File: src/rtl/edca_backoff.sv
// EDCA channel-access engine: per-queue AIFS deferral, slot backoff and one-hot tx grant.
// Define EDCA_VIRTUAL_COLLISION_EN to make losing READY queues take the failure path.

module edca_queue #(
    parameter int CW_WIDTH   = 10,
    parameter int TIME_WIDTH = 12
) (
    input  logic                  clk,
    input  logic                  rstn,
    input  logic                  us_pulse,
    input  logic                  ch_idle,
    input  logic [TIME_WIDTH-1:0] idle_us,
    input  logic [TIME_WIDTH-1:0] aifs_us,
    input  logic [4:0]            slot_time,
    input  logic [3:0]            cw_min_exp,
    input  logic [3:0]            cw_max_exp,
    input  logic [CW_WIDTH-1:0]   rnd,
    input  logic                  start,
    input  logic                  result,
    input  logic                  result_ok,
    input  logic                  lose,
    output logic                  ready,
    output logic [3:0]            stage
);
    typedef enum logic [1:0] {DEFER, COUNT, READY, TXING} state_t;

    state_t              state;
    logic [CW_WIDTH-1:0] bo_cnt;
    logic [4:0]          slot_us;
    logic [3:0]          new_stage;
    logic [4:0]          e_eff;
    logic [CW_WIDTH-1:0] mask;
    logic [CW_WIDTH-1:0] draw;

    // The draw always uses the stage the queue is moving to (binary exponential growth).
    always_comb begin
        new_stage = (stage == 4'hf) ? stage : stage + 4'd1;
        if (state == TXING && result_ok)
            new_stage = 4'd0;
        e_eff = {1'b0, cw_min_exp} + {1'b0, new_stage};
        if (e_eff > {1'b0, cw_max_exp})
            e_eff = {1'b0, cw_max_exp};
        if (e_eff > 5'(CW_WIDTH))
            e_eff = 5'(CW_WIDTH);
        mask = '0;
        for (int b = 0; b < CW_WIDTH; b++)
            mask[b] = (b < int'(e_eff));
        draw = rnd & mask;
    end

    always_ff @(posedge clk or negedge rstn) begin
        if (!rstn) begin
            state   <= DEFER;
            bo_cnt  <= '0;
            slot_us <= '0;
            stage   <= '0;
        end else if (state == TXING) begin
            if (result) begin
                stage  <= new_stage;
                bo_cnt <= draw;
                state  <= DEFER;
            end
        end else if (start) begin
            state <= TXING;
        end else if (lose) begin
            stage  <= new_stage;
            bo_cnt <= draw;
            state  <= DEFER;
        end else if (!ch_idle) begin
            state <= DEFER;
        end else begin
            case (state)
                DEFER: begin
                    if (idle_us >= aifs_us) begin
                        state   <= (bo_cnt == '0) ? READY : COUNT;
                        slot_us <= '0;
                    end
                end
                COUNT: begin
                    if (bo_cnt == '0) begin
                        state <= READY;
                    end else if (us_pulse) begin
                        if (slot_us >= slot_time - 5'd1) begin
                            bo_cnt  <= bo_cnt - 1'b1;
                            slot_us <= '0;
                        end else begin
                            slot_us <= slot_us + 5'd1;
                        end
                    end
                end
                default: ;
            endcase
        end
    end

    assign ready = (state == READY);
endmodule

module edca_backoff #(
    parameter int NUM_QUEUE  = 4,
    parameter int CW_WIDTH   = 10,
    parameter int TIME_WIDTH = 12
) (
    input  logic                   clk,
    input  logic                   rstn,
    input  logic                   tsf_pulse_1M,
    input  logic                   ch_idle,
    input  logic                   fcs_in_strobe,
    input  logic                   fcs_valid,
    input  logic [6:0]             sifs_time,
    input  logic [4:0]             slot_time,
    input  logic [7:0]             eifs_extra,
    input  logic [4*NUM_QUEUE-1:0] aifsn,
    input  logic [4*NUM_QUEUE-1:0] cw_min_exp,
    input  logic [4*NUM_QUEUE-1:0] cw_max_exp,
    input  logic [NUM_QUEUE-1:0]   queue_pending,
    input  logic                   tx_start,
    input  logic                   tx_result_valid,
    input  logic                   tx_result_ok,
    output logic [NUM_QUEUE-1:0]   tx_grant,
    output logic                   grant_valid,
    output logic [4*NUM_QUEUE-1:0] retry_stage
);
    localparam logic [31:0] TMAX = 32'((64'd1 << TIME_WIDTH) - 64'd1);

    logic [31:0]                 lfsr;
    logic                        eifs_flag;
    logic [TIME_WIDTH-1:0]       idle_us;
    logic [NUM_QUEUE-1:0]        ready;
    logic [NUM_QUEUE-1:0]        elig;
    logic [NUM_QUEUE-1:0]        win;
    logic [NUM_QUEUE-1:0]        lose;
    logic [NUM_QUEUE-1:0][3:0]   stage;

    always_ff @(posedge clk or negedge rstn) begin
        if (!rstn)
            lfsr <= 32'h1020f0cb;
        else
            lfsr <= {lfsr[30:0], ~(lfsr[31] ^ lfsr[21] ^ lfsr[1] ^ lfsr[0])};
    end

    always_ff @(posedge clk or negedge rstn) begin
        if (!rstn)
            eifs_flag <= 1'b0;
        else if (fcs_in_strobe)
            eifs_flag <= !fcs_valid;
    end

    always_ff @(posedge clk or negedge rstn) begin
        if (!rstn)
            idle_us <= '0;
        else if (!ch_idle)
            idle_us <= '0;
        else if (tsf_pulse_1M && idle_us != '1)
            idle_us <= idle_us + 1'b1;
    end

    for (genvar i = 0; i < NUM_QUEUE; i++) begin : g_q
        localparam int ROT = (7 * i) % 32;
        logic [CW_WIDTH-1:0]   rnd;
        logic [3:0]            an;
        logic [31:0]           sum;
        logic [TIME_WIDTH-1:0] aifs;

        // Bit b of a left rotation by ROT comes from bit b-ROT.
        for (genvar b = 0; b < CW_WIDTH; b++) begin : g_b
            assign rnd[b] = lfsr[(b - ROT + 32) % 32];
        end

        assign an   = (aifsn[4*i +: 4] == 4'd0) ? 4'd2 : aifsn[4*i +: 4];
        assign sum  = 32'(sifs_time) + 32'(an) * 32'(slot_time)
                    + (eifs_flag ? 32'(eifs_extra) : 32'd0);
        assign aifs = (sum > TMAX) ? '1 : sum[TIME_WIDTH-1:0];

        edca_queue #(
            .CW_WIDTH  (CW_WIDTH),
            .TIME_WIDTH(TIME_WIDTH)
        ) u_queue (
            .clk       (clk),
            .rstn      (rstn),
            .us_pulse  (tsf_pulse_1M),
            .ch_idle   (ch_idle),
            .idle_us   (idle_us),
            .aifs_us   (aifs),
            .slot_time (slot_time),
            .cw_min_exp(cw_min_exp[4*i +: 4]),
            .cw_max_exp(cw_max_exp[4*i +: 4]),
            .rnd       (rnd),
            .start     (tx_start & tx_grant[i]),
            .result    (tx_result_valid),
            .result_ok (tx_result_ok),
            .lose      (lose[i]),
            .ready     (ready[i]),
            .stage     (stage[i])
        );
    end

    // Gating with ch_idle makes a busy channel drop the grant on the very next edge.
    assign elig = ready & queue_pending & {NUM_QUEUE{ch_idle}};

    always_comb begin
        win = '0;
        for (int i = 0; i < NUM_QUEUE; i++)
            if (elig[i]) begin
                win    = '0;
                win[i] = 1'b1;
            end
    end

`ifdef EDCA_VIRTUAL_COLLISION_EN
    assign lose = elig & ~win;
`else
    assign lose = '0;
`endif

    always_ff @(posedge clk or negedge rstn) begin
        if (!rstn)
            tx_grant <= '0;
        else
            tx_grant <= win;
    end

    assign grant_valid = |tx_grant;
    assign retry_stage = stage;
endmodule

File: config.mk
export PLATFORM = sky130hd
export DESIGN_NAME = edca_backoff
export DESIGN_NICKNAME = d
export VERILOG_FILES = /design/src/rtl/edca_backoff.sv
export SDC_FILE = /design/constraint.sdc
export NUM_CORES = 1
export LEC_CHECK = 0
export BUFFER_PORTS_ARGS = -buffer_cell sky130_fd_sc_hd__buf_2
export CORE_AREA = 2 2 167 169
export DETAILED_ROUTE_END_ITERATION = 7
export DIE_AREA = 0 0 169 171
export PLACE_DENSITY = 0.82
export REMOVE_ABC_BUFFERS = 1
export SLEW_MARGIN = 20
export SYNTH_ARGS = -nofsm -noshare
export SYNTH_HDL_FRONTEND = slang
export SYNTH_HIERARCHICAL = 1
export SYNTH_SLANG_ARGS = --single-unit
File: constraint.sdc
create_clock -name clk -period 4.56 [get_ports clk]
set_input_delay 0.684 -clock clk [delete_from_list [all_inputs] [get_ports clk]]
set_output_delay 0.684 -clock clk [all_outputs]
set_load 0.05 [all_outputs]
==> key figures <==
Place
  • Placer Congestion: 0.9608
  • Hpwl dp: 30180 um
  • Buffers added on ports: 101

Synth
  • Async set or reset register ratio after synthesis: 100.0%
  • Distinct cells, synth: 89
  • Share of the synthesized area in the top cell type: 20.15%
  • Mapped Cells: 1725
  • Main synth FF type: dfrtp_1
  • Netlist Area Pre-Place: 15150 sq um
  • Synthesized flop and latch total: 133
  • Avg Inst Size Synth: 8.783 sq um
  • Synth top area cells: dfrtp_1 20%, ha_1 14%, fa_1 11%, inv_1 5.9%, nand2_1 3.4%
  • Cell with the most instances after synthesis: inv_1
  • Yosys top cell by area: dfrtp_1
  • Post-synth EDFFs: 0
  • Sequential area share after synthesis: 22.06%
  • Synth cell count leaders: 238 x inv_1, 167 x ha_1, 137 x nand2_1
  • Yosys warning total: 6

Route
  • Final wirelength: 41140 um
  • Initial DRC Count: 1164
  • Vias per inst: 6.093
  • Vias post-DR: 14130
  • Initial DRT Pass Iterations: 6
  • Post-route ant nets: 0
  • WL/cell: 17.74 um
  • # DRC: 0

Worst setup path
  • CP delay by family, top: adder cells
  • CP Cell Sequence: nand2_2 > inv_2 > buf_6 > fa_1 > inv_1 > fa_1 > fa_2 > buf_6 > fa_2 > nor2b_4 > o31a_1 > or4_4 > nand3_2 > inv_2 > ha_4 > a21o_1 > a21o_1 > a2111oi_4 > o21a_2 > nor2_1 > o311a_1
  • Worst path required time: 4.88 ns
  • CP arrival: 5.38 ns
  • Path depth of the worst reg2reg path: 21
  • CP max stage cell: fa_2
  • FF-to-FF Start: eifs_flag
  • Crit path largest cell delay: 0.59 ns
  • Crit path kind: register to register
  • Worst Path Buf+Inv: 5
  • CP Launch Type: register
  • Max FO, Critical Path: 6
  • Setup crit end kind: register
  • R2R setup slack: -0.50 ns
  • Reg2reg end: g_q[1].u_queue/state[0]

Clock network
  • Clk root buf: clkbuf_16
  • Clk_lat worst skew: 0.43 ns
  • TritonCTS clock tree: yes
  • Hold-fix buffers, CTS: 0
  • Clock Tree Buf Depth: 2
  • Reg clk slew, reported paths: 0.06 ns
  • Clock sinks: 133
  • Clock buffer count from CTS: 17
  • Number of H-tree levels: 4

STA
  • Post-layout worst setup margin: -0.4998 ns
  • Period utilisation layout: 111.0%
  • Final hold vios: 0
  • Worst slew margin: 34.42%
  • Slew @ Worst Pin: 0.9836 ns
  • Max Slew Vio Count: 0
  • FMAX: 197.6 MHz
  • Endpoints failing setup: 28
  • RSZ-0062 raised after global routing: true
  • Final critical-path required period: 5.060 ns
  • Clock Skew: 0.007902 ns

Global route
  • Gr usage total: 28.22%
  • Initial antenna violation count: 0
  • Vias in the first global route: 14060
  • First-pass GRT wire length: 66910 um
  • Grt total ovfl: 0
  • Largest net degree at the start of global routing: 106

Worst hold path
  • WHS Endpoint: lfsr[13]
  • Cells on Worst Hold Path: 0
  • Hold WC Path Type: register to register
  • Launch point of the worst hold path: lfsr[12]

Floorplan
  • Die area: 28900 sq um
  • Core area: 27320 sq um
  • Site Rows: 61
  • Height of the die: 171 um
  • Number of I/O pins: 102
  • Initial Util: 55.45%
  • Die X-Extent: 169 um

Pwr
  • Switching power share of the total: 48.43%
  • Combinational fraction of design power: 70.0%
  • Net Switching: 5.054 mW
  • Internal Power: 5.382 mW
  • Sequential power share: 16.4%
  • LEAKAGE: 8.641 nW
  • Pwr/cell area: 569.2 nW/um^2
  • Clk network pwr share: 13.5%
  • Maximum vdd drop: 0.0007574 V
  • Overall Power: 10.44 mW

Run status
  • Failing checks: setup timing
  • Status: finished with violations

Final layout
  • N_diodes: 0
  • Proportion of layout cells with a drive suffix above 1: 24.68%
  • Final Core Density: 67.10%
  • Synth-to-layout area growth: 21.02%
  • Final #Nets: 2292

Job
  • MaxCap Viol Count: 0
## stage by stage
stage	hold slack, ns	area, sq um	worst slack (ns)	cells	setup TNS [ns]
5_1_grt	0.3580	18340	-0.6584	2319	-15.37
2_1_floorplan	0.3312	15070	-0.8715	1722	-15.32
3_5_place_dp	0.3526	16810	-1.212	2271	-29.54
6_report	0.3596	18340	-0.4998	2319	-10.98
4_1_cts	0.3586	17990	-0.5445	2315	-10.63
3_3_place_gp	0.3535	16810	-1.055	2271	-26.59
## cells by family (layout without fill, tap and decap cells)
kind of cell | count (synthesis) | count (layout) | synth area share (%)
other cells | 1 | 37 | 0.02475
buf+inv | 277 | 489 | 7.292
fa+ha+maj | 251 | 251 | 24.89
flops | 133 | 133 | 22.06
simple gates | 562 | 562 | 20.31
mux | 27 | 27 | 1.957
compound gates | 433 | 433 | 20.73
xor+xnor | 41 | 41 | 2.742
## state kept, by name, summed over array words and instances, names as in the netlist
| register | count |
|---|---|
| g_q.u_queue/bo_cnt | 40 |
| tx_grant | 4 |
| g_q.u_queue/slot_us | 20 |
| eifs_flag | 1 |
| g_q.u_queue/stage | 16 |
| g_q.u_queue/state | 8 |
| idle_us | 12 |
| lfsr | 32 |
## layout by cell type, fill, tap and decap left out, types with 20 or more instances in the layout
cell type	netlist	routed
ha_1	167	143
buf_2	16	93
a21oi_1	54	50
nand2_1	137	134
dfrtp_1	122	121
a31oi_1	25	24
o21ai_1	7	22
nor2_1	103	96
nand3_1	47	45
fa_1	84	79
nor3_1	47	43
inv_2	0	20
o21ai_0	101	76
conb_1	1	37
buf_4	1	107
xnor2_1	30	30
a21o_1	36	36
nand4_1	30	30
and2_1	50	49
ha_4	0	20
mux2_2	21	20
inv_1	238	217
## final cells by class
class / instances / area (sq um)
tap: 346 / 432.9
inverter: 238 / 895.9
clock buffer: 18 / 429.2
sequential: 133 / 3343
timing repair buffer: 219 / 1500
multi-input combinational: 1351 / 11560
clock inverter: 14 / 175.2
fill: 2069 / 8989
## worst max-delay path by stage
stage / from / end / slack (ns) / cells after the start
4_1_cts: eifs_flag / g_q[1].u_queue/state[0] / -0.54 / 20
5_1_grt: aifsn[11] / g_q[2].u_queue/state[0] / -0.66 / 22
3_3_place_gp: aifsn[7] / g_q[1].u_queue/state[0] / -1.06 / 22
2_1_floorplan: aifsn[7] / g_q[1].u_queue/state[0] / -0.87 / 21
3_5_place_dp: aifsn[8] / g_q[2].u_queue/state[0] / -1.21 / 20
6_report: eifs_flag / g_q[1].u_queue/state[0] / -0.50 / 21
## power groups by stage
stage / clock [mW] / sequential [mW] / combinational, mW
2_1_floorplan: 0 / 1.90 / 4.83
3_3_place_gp: 0 / 1.70 / 6.42
3_5_place_dp: 0 / 1.72 / 6.70
4_1_cts: 1.43 / 1.71 / 7.02
5_1_grt: 1.48 / 1.76 / 8.06
6_report: 1.41 / 1.72 / 7.31
## routing by layer
| layer | vias up | GRT usage (%) | part of all wire (%) |
|---|---|---|---|
| met1 | 6845 | 34.98 | 41 |
| met3 | 130 | 3.678 | 4.9 |
| met5 | - | 0 | 0 |
| li1 | 6597 | - | - |
| met2 | 557 | 49.45 | 49 |
| met4 | 0 | 12.41 | 4.1 |
## what timing repair did
item	4_1_cts	5_1_grt
buffers inserted	12	4
pin swaps	102	60
gates resized for setup	137	62
setup endpoints to repair	28	28
Power figures use the tool's default switching activity.
